`config.mk`:
```
export PLATFORM = sky130hd
export DESIGN_NAME = multicycle_control_fsm
export DESIGN_NICKNAME = d
export VERILOG_FILES = /design/src/rtl/multicycle_control_fsm.sv
export SDC_FILE = /design/constraint.sdc
export NUM_CORES = 1
export LEC_CHECK = 0
export BUFFER_PORTS_ARGS = -buffer_cell sky130_fd_sc_hd__buf_2
export CAP_MARGIN = 30
export CORE_MARGIN = 8
export CORE_UTILIZATION = 25
export CTS_CLUSTER_SIZE = 40
export DETAILED_ROUTE_END_ITERATION = 12
export GPL_TIMING_DRIVEN = 0
export PLACE_DENSITY = 0.49
export REMOVE_ABC_BUFFERS = 1
export SLEW_MARGIN = 5
export SYNTH_ARGS = -nofsm -noshare
export SYNTH_HDL_FRONTEND = slang
export SYNTH_SLANG_ARGS = --single-unit
```
`constraint.sdc`:
```
create_clock -name clk -period 4.3 [get_ports clk]
set_input_delay 1.29 -clock clk [delete_from_list [all_inputs] [get_ports clk]]
set_output_delay 1.29 -clock clk [all_outputs]
set_load 0.005 [all_outputs]
```
`src/rtl/multicycle_control_fsm.sv`:
```
// Main control FSM for the multicycle datapath: sequences fetch/decode/execute/
// memory/writeback per opcode and drives every datapath select and write enable.
module multicycle_control_fsm #(
    parameter int OPCODE_WIDTH = 6,
    parameter int STATE_WIDTH  = 4
) (
    input  logic                    clk,
    input  logic                    rst_n,
    input  logic [OPCODE_WIDTH-1:0] Opcode,
    input  logic                    Zero,
    input  logic                    MemReady,
    output logic                    PCWrite,
    output logic                    PCWriteCond,
    output logic                    IorD,
    output logic                    MemRead,
    output logic                    MemWrite,
    output logic                    IRWrite,
    output logic                    MemToReg,
    output logic                    RegDst,
    output logic                    RegWrite,
    output logic                    ALUSrcA,
    output logic [1:0]              ALUSrcB,
    output logic [1:0]              ALUOp,
    output logic [1:0]              PCSource,
    output logic                    Illegal,
    output logic [STATE_WIDTH-1:0]  State
);

    localparam logic [OPCODE_WIDTH-1:0] OP_R    = OPCODE_WIDTH'(6'b000000);
    localparam logic [OPCODE_WIDTH-1:0] OP_ADDI = OPCODE_WIDTH'(6'b001000);
    localparam logic [OPCODE_WIDTH-1:0] OP_LW   = OPCODE_WIDTH'(6'b100011);
    localparam logic [OPCODE_WIDTH-1:0] OP_SW   = OPCODE_WIDTH'(6'b101011);
    localparam logic [OPCODE_WIDTH-1:0] OP_BEQ  = OPCODE_WIDTH'(6'b000100);
    localparam logic [OPCODE_WIDTH-1:0] OP_J    = OPCODE_WIDTH'(6'b000010);
    localparam logic [OPCODE_WIDTH-1:0] OP_HALT = OPCODE_WIDTH'(6'b111111);

    typedef enum logic [STATE_WIDTH-1:0] {
        S_FETCH  = STATE_WIDTH'(0),
        S_DECODE = STATE_WIDTH'(1),
        S_MEMADR = STATE_WIDTH'(2),
        S_MEMRD  = STATE_WIDTH'(3),
        S_MEMWB  = STATE_WIDTH'(4),
        S_MEMWR  = STATE_WIDTH'(5),
        S_EXECR  = STATE_WIDTH'(6),
        S_RWB    = STATE_WIDTH'(7),
        S_EXECI  = STATE_WIDTH'(8),
        S_IWB    = STATE_WIDTH'(9),
        S_BRANCH = STATE_WIDTH'(10),
        S_JUMP   = STATE_WIDTH'(11),
        S_HALT   = STATE_WIDTH'(12)
    } state_t;

    state_t state_q, state_d;

    // Branch qualification happens in the datapath via PCWriteCond.
    logic unused_zero;
    assign unused_zero = Zero;

    always_ff @(posedge clk) begin
        if (!rst_n) begin
            state_q <= S_FETCH;
        end else begin
            state_q <= state_d;
        end
    end

    assign State = state_q;

    always_comb begin
        state_d     = state_q;
        PCWrite     = 1'b0;
        PCWriteCond = 1'b0;
        IorD        = 1'b0;
        MemRead     = 1'b0;
        MemWrite    = 1'b0;
        IRWrite     = 1'b0;
        MemToReg    = 1'b0;
        RegDst      = 1'b0;
        RegWrite    = 1'b0;
        ALUSrcA     = 1'b0;
        ALUSrcB     = 2'b00;
        ALUOp       = 2'b00;
        PCSource    = 2'b00;
        Illegal     = 1'b0;

        case (state_q)
            S_FETCH: begin
                MemRead = 1'b1;
                ALUSrcB = 2'b01;
                if (MemReady) begin
                    IRWrite = 1'b1;
                    PCWrite = 1'b1;
                    state_d = S_DECODE;
                end
            end
            S_DECODE: begin
                ALUSrcB = 2'b10;
                unique case (Opcode)
                    OP_LW, OP_SW: state_d = S_MEMADR;
                    OP_R:         state_d = S_EXECR;
                    OP_ADDI:      state_d = S_EXECI;
                    OP_BEQ:       state_d = S_BRANCH;
                    OP_J:         state_d = S_JUMP;
                    OP_HALT:      state_d = S_HALT;
                    default: begin
                        Illegal = 1'b1;
                        state_d = S_FETCH;
                    end
                endcase
            end
            S_MEMADR: begin
                ALUSrcA = 1'b1;
                ALUSrcB = 2'b10;
                state_d = (Opcode == OP_LW) ? S_MEMRD : S_MEMWR;
            end
            S_MEMRD: begin
                MemRead = 1'b1;
                IorD    = 1'b1;
                if (MemReady) begin
                    state_d = S_MEMWB;
                end
            end
            S_MEMWB: begin
                RegWrite = 1'b1;
                MemToReg = 1'b1;
                state_d  = S_FETCH;
            end
            S_MEMWR: begin
                MemWrite = 1'b1;
                IorD     = 1'b1;
                if (MemReady) begin
                    state_d = S_FETCH;
                end
            end
            S_EXECR: begin
                ALUSrcA = 1'b1;
                ALUOp   = 2'b10;
                state_d = S_RWB;
            end
            S_RWB: begin
                RegWrite = 1'b1;
                RegDst   = 1'b1;
                state_d  = S_FETCH;
            end
            S_EXECI: begin
                ALUSrcA = 1'b1;
                ALUSrcB = 2'b10;
                state_d = S_IWB;
            end
            S_IWB: begin
                RegWrite = 1'b1;
                state_d  = S_FETCH;
            end
            S_BRANCH: begin
                ALUSrcA     = 1'b1;
                ALUOp       = 2'b01;
                PCWriteCond = 1'b1;
                PCSource    = 2'b01;
                state_d     = S_FETCH;
            end
            S_JUMP: begin
                PCWrite  = 1'b1;
                PCSource = 2'b10;
                state_d  = S_FETCH;
            end
            S_HALT: begin
                state_d = S_HALT;
            end
            default: begin
                state_d = S_FETCH;
            end
        endcase

        // Reset masks every control output so nothing is written while held.
        if (!rst_n) begin
            PCWrite     = 1'b0;
            PCWriteCond = 1'b0;
            IorD        = 1'b0;
            MemRead     = 1'b0;
            MemWrite    = 1'b0;
            IRWrite     = 1'b0;
            MemToReg    = 1'b0;
            RegDst      = 1'b0;
            RegWrite    = 1'b0;
            ALUSrcA     = 1'b0;
            ALUSrcB     = 2'b00;
            ALUOp       = 2'b00;
            PCSource    = 2'b00;
            Illegal     = 1'b0;
        end
    end

endmodule

```
# Yosys cells after proc, flatten, opt, wreduce, memory -nomap -nowiden
# Index checks and enable logic that the tools add are counted.
dict set report word_totals {
  register_bits 4
  latchBits 0
  mem_bits_rw 0
  romBits 0
  input_bits 10
  out_inout_bits 21
  word_cells 68
  mem_count 0
}
dict set report classes {
  add_sub_neg 0
  multipliers 0
  n_div 0
  n_lt_le_gt_ge 0
  eq_ne 21
  n_shift 0
  mux 36
  bitwise 0
  reduce_logical 10
}
# cell n
set ops {}
lappend ops {{$pmux 4 s8} 1}
lappend ops {{$pmux 4 s6} 1}
lappend ops {{$mux 1} 23}
lappend ops {{$eq 4x4->1 const B} 5}
lappend ops {{$eq 6x6->1 const B} 3}
lappend ops {{$eq 4x3->1 const B} 4}
lappend ops {{$mux 4} 3}
lappend ops {{$pmux 2 s2} 3}
lappend ops {{$eq 4x2->1 const B} 2}
lappend ops {{$reduce_or 7->1} 1}
lappend ops {{$eq 6x2->1 const B} 1}
lappend ops {{$eq 6x3->1 const B} 1}
lappend ops {{$eq 6x4->1 const B} 1}
lappend ops {{$logic_not 6->1} 1}
lappend ops {{$mux 2} 3}
lappend ops {{$ne 2x2->1 const B} 3}
lappend ops {{$reduce_or 2->1} 3}
lappend ops {{$reduce_or 3->1} 2}
lappend ops {{$eq 4x1->1 const B} 1}
lappend ops {{$logic_not 4->1} 1}
lappend ops {{$reduce_or 4->1} 1}
lappend ops {{$mux 3} 1}
lappend ops {{$reduce_and 3->1} 1}
lappend ops {{$pmux 1 s2} 1}

# Longest topological paths before layout
dict set report depth {
  word_depth 5
  mapped_depth 5
}

# Least setup slack after synthesis
# OpenSTA, ideal clock, no wires.
dict set report synth_path {
  kind {in2out}
  start {input port Opcode[0]}
  end {output port Illegal}
  arrival_ns 2.168
  required_ns 3.010
  slack_ns 0.842
  cell_stages 4
  path_buffers 0
  cell_sequence {or4_4 > o22ai_1 > a21oi_1 > and2_1}
}
dict set report synth_via {
  elab_chain_len 5
  elab_cells_between_ends 11
}
# element line_no
set synth_lines {}
lappend synth_lines {{start, declared} 9} ;# input logic [OPCODE_WIDTH-1:0] Opcode,
lappend synth_lines {{$eq 6x6->1 (tied with other cells)} 98} ;# unique case (Opcode)
lappend synth_lines {{$reduce_or 7->1 (no source line) *} --}
lappend synth_lines {{$mux 1 *} 98}
lappend synth_lines {{$mux 1 *} 86} ;# case (state_q)
lappend synth_lines {{$mux 1 *} 175} ;# if (!rst_n) begin
lappend synth_lines {{end, declared} 25} ;# output logic Illegal,
# Mark *: on every way between the ends. The rest lies on a longest branch, timed or not.

# Worst setup path in the final report
# Ends and elaborated chain as after synthesis.

==> impl_table.tex <==
\begin{tabular}{lr}
\hline
Metric & Value \\
\hline
\multicolumn{2}{l}{\textbf{Timing}} \\
Max Slew Vio Count & 0 \\
Hold Slack & 0.7054 ns \\
Slew at the pin with the worst max-slew slack & 0.4921 ns \\
Headroom to the max-slew limit & 67.15\% \\
Skew final & 0.001802 ns \\
Final Hold Violating Endpoints & 0 \\
Setup-violating endpoint count in the final report & 0 \\
Unrepaired setup endpoints after global routing & false \\
Highest attainable clock frequency & 267.5 MHz \\
Clock period minus final worst setup slack & 3.738 ns \\
Tcrit/Tclk final & 86.94\% \\
Setup\_tns & 0 ns \\
\multicolumn{2}{l}{\textbf{Clock network}} \\
Clock latency on the worst-skew pair & 0.23 ns \\
\# hold bufs at CTS & 0 \\
Clock tree from TritonCTS & done \\
Count of buffers added by post-CTS timing repair for setup & 0 \\
Post-cts sizing count & 0 \\
Number of clock sinks & 4 \\
Largest buffer count on any clock path & 2 \\
Count of H-tree levels built during CTS & 1 \\
Clock tree root buffer cell & sky130\_fd\_sc\_hd\_\_clkbuf\_4 \\
Number of CTS-inserted buffers & 3 \\
Reg clk slew, reported paths & 0.04 ns \\
\multicolumn{2}{l}{\textbf{Synth}} \\
Distinct cell type count of the synthesized netlist & 37 \\
Number of enable flip-flop cells after synthesis & 0 \\
Count of state elements after synthesis & 4 \\
Proportion of synthesized flip-flops having asynchronous set or reset & 0\% \\
Post-Syn Area per Cell & 6.790 µm² \\
Sequential element share of the synthesized area & 14.38\% \\
Cell Area, Synth & 556.8 µm² \\
Cell count after synthesis & 82 \\
Main flop type after synthesis & sky130\_fd\_sc\_hd\_\_dfxtp\_1 \\
Synth Warn \# & 0 \\
\multicolumn{2}{l}{\textbf{GRT}} \\
Overall Global Routing Usage & 8.505\% \\
Maximum number of pins on one net before global-route repair & 15 \\
First-pass GRT wire length & 2863 µm \\
Total grt overflow & 0 \\
Number of global-route vias before repair & 655 \\
Antenna violations before repair & 0 \\
\multicolumn{2}{l}{\textbf{Final layout}} \\
Proportion of layout cells with a drive suffix above 1 & 32.41\% \\
Number of filler cells placed in the layout & 249 \\
Layout Nets & 120 \\
Largest register FFs & 4 \\
Post-Layout Inst Area & 726.9 µm² \\
Most frequent standard cell in the layout excluding fill and tap cells & sky130\_fd\_sc\_hd\_\_buf\_2 \\
Most used cells in the layout excluding fill and tap cells & 29 x sky130\_fd\_sc\_hd\_\_buf\_2, 10 x sky130\_fd\_sc\_hd\_\_nor2\_1, 5 x sky130\_fd\_sc\_hd\_\_nand2b\_1, 5 x sky130\_fd\_sc\_hd\_\_o22ai\_1, 5 x sky130\_fd\_sc\_hd\_\_inv\_1 \\
Post-route core utilization & 33.84\% \\
Ant diodes & 0 \\
Layout overhead on the synthesized area & 30.56\% \\
\multicolumn{2}{l}{\textbf{Flow run}} \\
Number of maximum-capacitance constraint violations & 0 \\
\multicolumn{2}{l}{\textbf{Setup path}} \\
Critical path required time & 3.01 ns \\
Kind of capture point of the worst setup path & output pin \\
WS Path Type & in -> out \\
Nature of the critical path startpoint & primary input \\
Endpoint arrival time on the critical path & 2.45 ns \\
Maximum fanout count along the critical path & 5 \\
\multicolumn{2}{l}{\textbf{Power}} \\
Cell-internal power & 88.02 µW \\
Worst-case vdd ir drop & 0.00007353 V \\
Flop pwr share & 33.7\% \\
Net Sw Power & 38.42 µW \\
Pwr dens & 173.9 nW/µm² \\
Sw Share & 30.39\% \\
Static Leakage & 0.3452 nW \\
Relative contribution of combinational cells to total power & 30.8\% \\
Portion of total power attributed to the clock network & 35.5\% \\
\multicolumn{2}{l}{\textbf{Routing}} \\
Total via count after detailed routing & 708 \\
Remaining DRCs & 0 \\
DR WL/cell & 13.16 µm \\
Number of routed nets with antenna violations & 0 \\
Number of design-rule violations left by the first detailed-router iteration & 13 \\
Routed Wire Length & 1790 µm \\
Via-per-instance ratio & 5.206 \\
Number of detailed-routing iterations run before antenna repair & 5 \\
\multicolumn{2}{l}{\textbf{Floorplanning}} \\
Standard-cell rows & 17 \\
Core Box Area & 2148 µm² \\
Y dimension of the die & 63.19 µm \\
Chip width & 63.19 µm \\
Starting utilization of the core area & 25.92\% \\
Die area & 3993 µm² \\
Count of pins on the block boundary & 31 \\
\multicolumn{2}{l}{\textbf{Min path}} \\
Hold Path Class & reg -> reg \\
\multicolumn{2}{l}{\textbf{Place}} \\
Half-perimeter wire length after detailed placement & 1457 µm \\
Placed cell areas & 704.4 µm² \\
Number of I/O port buffers & 29 \\
GP Congestion & 0.8541 \\
\multicolumn{2}{l}{\textbf{Run status}} \\
Result of the run & complete, no violations \\
\hline
\end{tabular}
-- path summary, 6_finish.rpt --
check / from / to / slack [ns] / depth (start not counted)
setup / recovery: Opcode[0] / Illegal / 0.56 / 6
hold / removal: State[2] / State[1] / 0.71 / 2
setup reg to reg: State[1] / State[0] / 2.79 / 4
hold reg to reg: State[2] / State[1] / 0.71 / 2
-- layout make-up --
type	instances	area, µm²	area share [%]
Clock buffer	3	22.52	3.098
Inverter	5	18.77	2.582
Multi-Input combinational cell	67	425.4	58.52
Sequential cell	4	80.08	11.02
Tap cell	28	35.03	4.819
Timing Repair Buffer	29	145.1	19.97
-- cell usage after synthesis (3+ instances only) --
cell type / count / area (µm²)
sky130_fd_sc_hd__and3_1: 3 / 18.77
sky130_fd_sc_hd__nor2_1: 10 / 37.54
sky130_fd_sc_hd__dfxtp_1: 4 / 80.08
sky130_fd_sc_hd__nand3_1: 3 / 15.01
sky130_fd_sc_hd__a21oi_1: 3 / 15.01
sky130_fd_sc_hd__o22ai_1: 5 / 31.28
sky130_fd_sc_hd__nand2b_1: 5 / 31.28
sky130_fd_sc_hd__nor3_1: 4 / 20.02
sky130_fd_sc_hd__inv_1: 5 / 18.77
sky130_fd_sc_hd__xnor2_1: 3 / 26.28
sky130_fd_sc_hd__o21ai_0: 3 / 15.01
-- power groups by stage --
stage          combinational, mW  sequential [mW]  clock (mW)
5_1_grt                   0.0431           0.0429      0.0490
4_1_cts                   0.0391           0.0426      0.0480
3_5_place_dp              0.0391           0.0431           0
3_3_place_gp              0.0389           0.0433           0
6_report                  0.0389           0.0426      0.0449
2_1_floorplan             0.0215           0.0422           0
-- layer usage --
metal / wire [µm] / vias up / track usage, %
met5: 0 / - / 0
met4: 0 / 0 / 4.735
met3: 162 / 0 / 3.710
met2: 784 / 31 / 13.06
met1: 843 / 318 / 9.629
li1: - / 359 / -
-- cells by family (layout without fill, tap and decap cells) --
group	Yosys count	after routing	share of synthesized area, %
AO/OA/AOI/OAI	24	24	31.24
XOR/XNOR	3	3	4.720
buffers and inverters	11	37	9.214
flip-flops	4	4	14.38
multiplexers	1	1	1.798
AND/OR/NAND/NOR	39	39	38.65
-- metrics by stage --
step | worst slack, ns | power, mW | std cells
after floorplan | 0.8420 | 0.06370 | 76
after global placement | 0.5553 | 0.08220 | 133
after detailed placement | 0.5609 | 0.08221 | 133
after CTS | 0.5539 | 0.1298 | 136
after global routing | 0.5100 | 0.1351 | 136
final | 0.5615 | 0.1264 | 136
-- worst max-delay path, cell delays in order --
cell	delay (ns)
sky130_fd_sc_hd__buf_2	0.12
sky130_fd_sc_hd__or4_4	0.54
sky130_fd_sc_hd__o22ai_1	0.14
sky130_fd_sc_hd__a21oi_1	0.08
sky130_fd_sc_hd__and2_1	0.16
sky130_fd_sc_hd__buf_2	0.12
Note: power is estimated with default switching activity, not from simulation.
